<file path="config.mk">
export PLATFORM = sky130hd
export DESIGN_NAME = lvdci_rx_filter
export DESIGN_NICKNAME = d
export VERILOG_FILES = /design/src/rtl/lvdci_rx_pkg.sv /design/src/rtl/lvdci_sync2.sv /design/src/rtl/lvdci_rx_filter.sv
export SDC_FILE = /design/constraint.sdc
export NUM_CORES = 1
export LEC_CHECK = 0
export ABC_CLOCK_PERIOD_IN_PS = 3400
export BUFFER_PORTS_ARGS = -buffer_cell sky130_fd_sc_hd__buf_2
export CAP_MARGIN = 30
export CORE_MARGIN = 2
export CORE_UTILIZATION = 60
export DETAILED_ROUTE_END_ITERATION = 16
export GPL_ROUTABILITY_DRIVEN = 0
export PLACE_DENSITY_LB_ADDON = 0.25
export SYNTH_ARGS = -nofsm -noshare
export SYNTH_HDL_FRONTEND = slang
export SYNTH_HIERARCHICAL = 1
export SYNTH_SLANG_ARGS = --single-unit
</file>
<file path="constraint.sdc">
create_clock -name CLK -period 3.4 [get_ports CLK]
set_input_delay 0.85 -clock CLK [delete_from_list [all_inputs] [get_ports CLK]]
set_output_delay 0.85 -clock CLK [all_outputs]
set_load 0.02 [all_outputs]
</file>
<file path="src/rtl/lvdci_rx_pkg.sv">
// Shared constants for the LVDCI receive filter: FSM state encoding and
// legal parameter ranges, plus a small clamp helper for parameter sanitising.
package lvdci_rx_pkg;

  localparam logic [1:0] ST_DRIVE = 2'd0;
  localparam logic [1:0] ST_BLANK = 2'd1;
  localparam logic [1:0] ST_TRACK = 2'd2;

  localparam int FILT_LEN_MIN  = 1;
  localparam int FILT_LEN_MAX  = 16;
  localparam int BLANK_CYC_MIN = 0;
  localparam int BLANK_CYC_MAX = 255;

  localparam int CNT_W   = 4;
  localparam int BLANK_W = 8;

  function automatic int clamp_int(input int v, input int lo, input int hi);
    if (v < lo) return lo;
    if (v > hi) return hi;
    return v;
  endfunction

endpackage

</file>
<file path="src/rtl/lvdci_sync2.sv">
// Two-flop synchronizer for the asynchronous pad level; both flops reset to INIT.
module lvdci_sync2 #(
  parameter logic INIT = 1'b0
) (
  input  logic clk,
  input  logic rst,
  input  logic d,
  output logic q
);

  logic s1;

  always_ff @(posedge clk) begin
    if (rst) begin
      s1 <= INIT;
      q  <= INIT;
    end else begin
      s1 <= d;
      q  <= s1;
    end
  end

endmodule

</file>
<file path="src/rtl/lvdci_rx_filter.sv">
// Receive-side level filter for a bidirectional LVDCI pad: blanks the input
// while our own driver is active and for a turnaround window afterwards.
module lvdci_rx_filter
  import lvdci_rx_pkg::*;
#(
  parameter int   FILT_LEN  = 3,
  parameter int   BLANK_CYC = 4,
  parameter logic INIT      = 1'b0
) (
  input  logic CLK,
  input  logic RST,
  input  logic I,
  input  logic T,
  output logic O,
  output logic RISE,
  output logic FALL,
  output logic VALID,
  output logic GLITCH
);

  localparam int FL_EFF = clamp_int(FILT_LEN, FILT_LEN_MIN, FILT_LEN_MAX);
  localparam int BC_EFF = clamp_int(BLANK_CYC, BLANK_CYC_MIN, BLANK_CYC_MAX);

  localparam logic [CNT_W-1:0]   CNT_LAST   = CNT_W'(FL_EFF - 1);
  localparam logic [CNT_W-1:0]   CNT_ONE    = CNT_W'(1);
  localparam logic [BLANK_W-1:0] BLANK_LOAD = BLANK_W'(BC_EFF);
  localparam logic [BLANK_W-1:0] BLANK_ONE  = BLANK_W'(1);
  localparam logic [1:0]         ST_START   = (BC_EFF == 0) ? ST_TRACK : ST_BLANK;

  logic                s2;
  logic [1:0]          state;
  logic [CNT_W-1:0]    cnt;
  logic [BLANK_W-1:0]  blank_cnt;

  lvdci_sync2 #(
    .INIT (INIT)
  ) u_sync (
    .clk (CLK),
    .rst (RST),
    .d   (I),
    .q   (s2)
  );

  // Pulses default low every cycle; only the TRACK branch may raise them.
  always_ff @(posedge CLK) begin
    if (RST) begin
      state     <= ST_START;
      blank_cnt <= BLANK_LOAD;
      cnt       <= '0;
      O         <= INIT;
      RISE      <= 1'b0;
      FALL      <= 1'b0;
      GLITCH    <= 1'b0;
      VALID     <= 1'b0;
    end else begin
      RISE   <= 1'b0;
      FALL   <= 1'b0;
      GLITCH <= 1'b0;
      if (!T) begin
        // Own driver active: freeze O, even if a filter change completes now.
        state     <= ST_DRIVE;
        cnt       <= '0;
        blank_cnt <= '0;
        VALID     <= 1'b0;
      end else begin
        case (state)
          ST_DRIVE: begin
            cnt <= '0;
            if (BC_EFF == 0) begin
              state <= ST_TRACK;
              O     <= s2;
              VALID <= 1'b1;
            end else begin
              state     <= ST_BLANK;
              blank_cnt <= BLANK_LOAD;
              VALID     <= 1'b0;
            end
          end
          ST_BLANK: begin
            cnt <= '0;
            if (blank_cnt <= BLANK_ONE) begin
              state     <= ST_TRACK;
              blank_cnt <= '0;
              O         <= s2;
              VALID     <= 1'b1;
            end else begin
              blank_cnt <= blank_cnt - BLANK_ONE;
              VALID     <= 1'b0;
            end
          end
          ST_TRACK: begin
            VALID <= 1'b1;
            if (s2 != O) begin
              if (cnt == CNT_LAST) begin
                O    <= s2;
                cnt  <= '0;
                RISE <= s2;
                FALL <= ~s2;
              end else begin
                cnt <= cnt + CNT_ONE;
              end
            end else if (cnt != '0) begin
              cnt    <= '0;
              GLITCH <= 1'b1;
            end
          end
          default: begin
            state <= ST_DRIVE;
            cnt   <= '0;
            VALID <= 1'b0;
          end
        endcase
      end
    end
  end

endmodule

</file>
After elaboration in Yosys (flattened, before gate mapping)
Cells that the tools add are included.
{"block": "classes", "n_mux": 16, "n_lt_le_gt_ge": 1, "eq_ne": 10, "n_addsub": 2, "n_bitwise": 5, "n_reduce_logical": 12}
{"op": "8-bit one-hot mux with 2 select lines", "count": 1}
{"op": "4-bit 2-to-1 mux", "count": 3}
{"op": "8-bit by 1-bit <= comparator with 1-bit output, second input constant", "count": 1}
{"op": "8-bit 2-to-1 mux", "count": 1}
{"op": "2-bit inequality test, second input constant", "count": 4}
{"op": "8-bit by 1-bit subtractor with 8-bit output, second input constant", "count": 1}
{"op": "1-bit 2-to-1 mux", "count": 6}
{"op": "2-bit one-hot mux with 3 select lines", "count": 1}
{"op": "2-bit nonzero test", "count": 3}
{"op": "1-bit inverter", "count": 5}
{"op": "5-bit AND reduction", "count": 1}
{"op": "5-bit OR reduction", "count": 1}
{"op": "4-bit by 1-bit adder with 4-bit output, second input constant", "count": 1}
{"op": "4-bit by 2-bit == test with 1-bit output, second input constant", "count": 1}
{"op": "1-bit one-hot mux with 2 select lines", "count": 2}
{"op": "2-bit AND reduction", "count": 2}
{"op": "4-bit nonzero test", "count": 1}
{"op": "4-bit OR reduction", "count": 1}
{"op": "3-bit 2-to-1 mux", "count": 1}
{"op": "3-bit by 1-bit inequality test with 1-bit output, second input constant", "count": 1}
{"op": "3-bit inequality test, second input constant", "count": 1}
{"op": "3-bit OR reduction", "count": 1}
{"op": "2-bit by 1-bit == test with 1-bit output, second input constant", "count": 1}
{"op": "2-bit == test, second input constant", "count": 1}
{"op": "other kinds (4)", "count": 4}
{"block": "word_totals", "wordCells": 58, "register_bits": 21, "in_bits": 4, "out_inout_bits": 5}

Longest topological paths before layout
{"block": "depth", "word_depth": 4, "mapped_depth": 7, "ltp_nobuf": 6}

Cells and area by module
The synthesis kept the hierarchy.
{"mod": "lvdci_rx_filter", "seq_area_each_um2": 380.4, "area_each_um2": 954.7, "instances": 1, "cells_each": 106}
{"mod": "lvdci_sync2", "seq_area_each_um2": 40.0, "area_each_um2": 52.6, "instances": 1, "cells_each": 4}

Least setup slack after synthesis
No wires, ideal clock.
{"block": "synth_path", "path_type": "register to register", "start": "register blank_cnt[0]", "end": "register blank_cnt[7]", "arrival_time_ns": 1.570, "synth_period_minus_slack_ns": 1.661, "required_time_ns": 3.309, "slack_ns": 1.739, "setup_ns": 0.091, "n_path_buf": 1, "path_stages_with_launch": 8, "cell_sequence": "dfxtp_1 > inv_1 > ha_1 > or2_4 > a31oi_4 > buf_6 > o31ai_1 > a311oi_1"}
{"block": "synth_via", "elab_chain_cells": 3, "word_cells_on_any_way": 4, "classes_between": "add/sub: 1; order compare: 1; mux: 2"}
{"item": "from (decl)", "line": "lvdci_rx_filter.sv:33", "rtl": "logic [BLANK_W-1:0] blank_cnt;"}
{"item": "from (signal assigned)", "line": "lvdci_rx_filter.sv:87", "rtl": "blank_cnt <= blank_cnt - BLANK_ONE;"}
{"item": "8-bit by 1-bit subtractor with 8-bit output or 8-bit by 1-bit <= comparator with 1-bit output (tied branches)", "line": "lvdci_rx_filter.sv:87, lvdci_rx_filter.sv:81"}
{"item": "8-bit 2-to-1 mux *", "line": "lvdci_rx_filter.sv:81", "rtl": "if (blank_cnt <= BLANK_ONE) begin"}
{"item": "8-bit one-hot mux with 2 select lines *", "line": "lvdci_rx_filter.sv:66", "rtl": "case (state)"}
Every way passes the cells marked *; elsewhere a longest branch is shown, timed or not.
A chain may end at the register's enable or synchronous reset.

Final worst setup path
{"block": "layout_path", "start": "register blank_cnt[0]", "end": "register blank_cnt[6]"}
Same word-level chain as after synthesis.

==> results.py <==
metrics = {
    "setup_path": {
        "cp.arrival_ps": 2170,
        "critPathCaptureType": "flop",
        "startpoint_type": "flop",
        "r2r-end": "blank_cnt[6]",
        "cp_max_fo": 14,
        "r2r_setup_slack_ps": 1460,
        "crit_type": "flop to flop",
        "critical_path.endpoint": "blank_cnt[6]",
        "r2r-start": "blank_cnt[0]",
        "worst_ep_required_time_ps": 3630,
        "crit_path_start": "blank_cnt[0]",
        "rr_worst_depth": 6,
    },
    "global_routing": {
        "grt_max_degree": 15,
        "grtUsageTotal": 0.231,
        "grt_pass1_wl_um": 3350,
        "grt.overflow.total": 0,
        "first_global_vias": 806,
        "antenna_found_initial": 0,
    },
    "sta": {
        "worst_pin_slew_ps": 491,
        "setup_tns_ps": 0,
        "rsz0062_at_grt": "no",
        "setup_violations": 0,
        "final.period_utilization": 0.570,
        "fmax_mhz": 516,
        "final_hold_viol_count": 0,
        "relSlewSlack": 0.671,
        "fin_ws_ps": 1460,
        "skew_ps": 6.25,
        "maxSlewViolCount": 0,
        "hold_slack_ps": 479,
        "post-route-min-period_ps": 1940,
    },
    "synthesis": {
        "synth_mux_area_frac": 0.0211,
        "netlist_area_um2": 1010,
        "synthMostInstantiatedCell": "dfxtp_1",
        "synth_ff_type": "dfxtp_1",
        "synth-simple-area-share": 0.237,
        "yosysSeqAreaShare": 0.417,
        "async_flop_share": 0,
        "syn_inst": 110,
        "ys_top_cells_by_count": "dfxtp_1, nand2_1, inv_1, nor2_1, nor3_1",
        "synth_top_family_by_area": "simple AND/OR/NAND/NOR gates",
        "synth_edf_count": 0,
        "syn_avg_cell_area_um2": 9.16,
        "synth_adder_area_share": 0.0621,
        "synth_compound_area_frac": 0.188,
        "yosysTopAreaCellShare": 0.417,
        "yosysTopAreaCell": "dfxtp_1",
        "synth.distinct_cells": 33,
        "synth_area_leaders": "dfxtp_1, ha_1, nand2_1, a311oi_1, inv_1",
        "synth_fp_nets": 119,
        "ys_seq_elements": 21,
        "yosysWarnings": 6,
        "synth-xor-area-share": 0.0261,
    },
    "place": {
        "dp_hpwl_um": 1380,
        "pre_cts_slack_ps": 1480,
        "portBuffers": 8,
        "place_area_um2": 1050,
    },
    "floorplanning": {
        "dieArea_um2": 2020,
        "fp-row-count": 14,
        "fp.dieW_um": 45.0,
        "chipHeight_um": 45.0,
        "start_util": 0.653,
        "io_pins": 9,
        "core_um2": 1540,
    },
    "cts": {
        "postCtsSetupRepairBufs": 0,
        "htree_levels": 1,
        "cts_root_buf": "clkbuf_4",
        "clock_latency_ps": 310,
        "clk_pin_slew_worst_paths_ps": 120,
        "cts_sinks": 21,
        "cts_tree": "yes",
        "hold_buffers": 0,
        "ctsResizeCount": 0,
        "cts_buffers": 3,
        "clk_path_buf_depth": 2,
    },
    "power_and_ir_drop": {
        "p_leak_nw": 0.422,
        "power_density_nw_per_um2": 487,
        "p_comb_frac": 0.248,
        "ir_worst_vdd_mv": 0.281,
        "clockPowerShare": 0.235,
        "p_switching_mw": 0.166,
        "intPower_mw": 0.359,
        "pwr-share-seq": 0.517,
        "p_sw_frac": 0.317,
    },
    "finish": {
        "synthToLayoutAreaGrowth_pct": 7.08,
        "fin_nets": 130,
        "drive_gt1_frac": 0.133,
        "diodes": 0,
        "final_core_util": 0.700,
        "finalInstanceArea_um2": 1080,
        "fill_cells": 126,
    },
    "detailed_routing": {
        "drt-vias-per-instance": 6.11,
        "vias": 831,
        "drt_iter0_markers": 20,
        "wl_per_cell_um": 13.7,
        "drtPass1Iterations": 4,
        "drcViolationCount": 0,
        "drt_wl_total_um": 1870,
        "final_antenna_net_count": 0,
    },
    "job": {
        "drv_cap": 0,
    },
    "worst_hold_path": {
        "worst_hold_path_type": "flop to flop",
    },
    "outcome": {
        "outcome": "complete, no violations",
    },
}
-- layout make-up --
type | count | area (µm²) | area share
clock buffers | 4 | 26.3 | 0.0244
inverters | 9 | 33.8 | 0.0313
multi-input cells | 78 | 538 | 0.499
flip-flops and latches | 21 | 420 | 0.390
well taps | 16 | 20.0 | 0.0186
repair buffers | 8 | 40.0 | 0.0371
-- layout by cell type, fill, tap and decap left out --
cell type	synthesis	final
inv_1	9	9
a31oi_4	1	1
nor4_4	1	1
a221oi_1	1	1
clkbuf_1	0	1
o211ai_1	1	1
ha_1	5	5
nand2_1	12	12
a41oi_1	1	1
xor2_1	3	3
or2_4	1	1
mux2_2	1	1
a2111oi_0	1	1
nor2_1	9	9
a311oi_1	5	5
o311ai_1	1	1
nor4b_1	1	1
a21oi_1	4	4
buf_2	0	8
or2_2	1	1
nor2b_1	4	4
a31oi_1	3	3
o211a_1	1	1
nor3b_1	1	1
nand3_1	3	3
nor3_1	6	6
and2_1	2	2
o31ai_1	3	3
o32a_1	1	1
nand2b_1	3	3
and3_1	1	1
clkbuf_4	0	3
dfxtp_1	21	21
mux2i_1	1	1
-- power by group through the flow --
stage	registers (mW)	logic, mW	clock network [mW]
2_1_floorplan	0.275	0.111	0
3_3_place_gp	0.276	0.124	0
3_5_place_dp	0.277	0.129	0
4_1_cts	0.271	0.130	0.125
5_1_grt	0.273	0.147	0.139
6_report	0.272	0.130	0.123
-- per-stage QoR --
step | instances | total power, mW
floorplan | 110 | 0.386
global route | 136 | 0.559
global placement | 132 | 0.400
finish | 136 | 0.525
CTS | 136 | 0.526
detailed placement | 132 | 0.406
-- registers in the layout, indices dropped and copies added, names as in the netlist --
| register | count |
|---|---|
| RISE | 1 |
| state | 2 |
| blank_cnt | 8 |
| GLITCH | 1 |
| O | 1 |
| cnt | 4 |
| VALID | 1 |
| u_sync/s1 | 1 |
| FALL | 1 |
| u_sync/q | 1 |
-- worst min-delay path by stage --
stage	startpoint	endpoint	slack, ps	cells past startpoint
final	u_sync/s1	u_sync/q	480	1
after global placement	u_sync/s1	u_sync/q	420	1
after global routing	u_sync/s1	u_sync/q	500	1
after floorplan	u_sync/s1	u_sync/q	410	1
after CTS	u_sync/s1	u_sync/q	480	1
after detailed placement	u_sync/s1	u_sync/q	460	1
-- metal layers --
layer  vias up  routed length [µm]  global-route usage
met5         -                   0                   0
met4         0                  32               0.124
met3         3                  43              0.0480
met2        17                 909               0.380
met1       398                 882               0.280
li1        413                   -                   -
-- kinds of logic after synthesis --
group | after synthesis
mux | 2
xor+xnor | 3
flops | 21
fa+ha+maj | 5
simple gates | 45
buf+inv | 11
compound gates | 23
-- worst max-delay path, cell delays in order (launching register included) --
cell	delay, ps
dfxtp_1	400
inv_1	90
ha_1	290
or2_4	290
a31oi_4	360
a41oi_1	180
a311oi_1	250
Note: power is estimated with default switching activity, not from simulation.
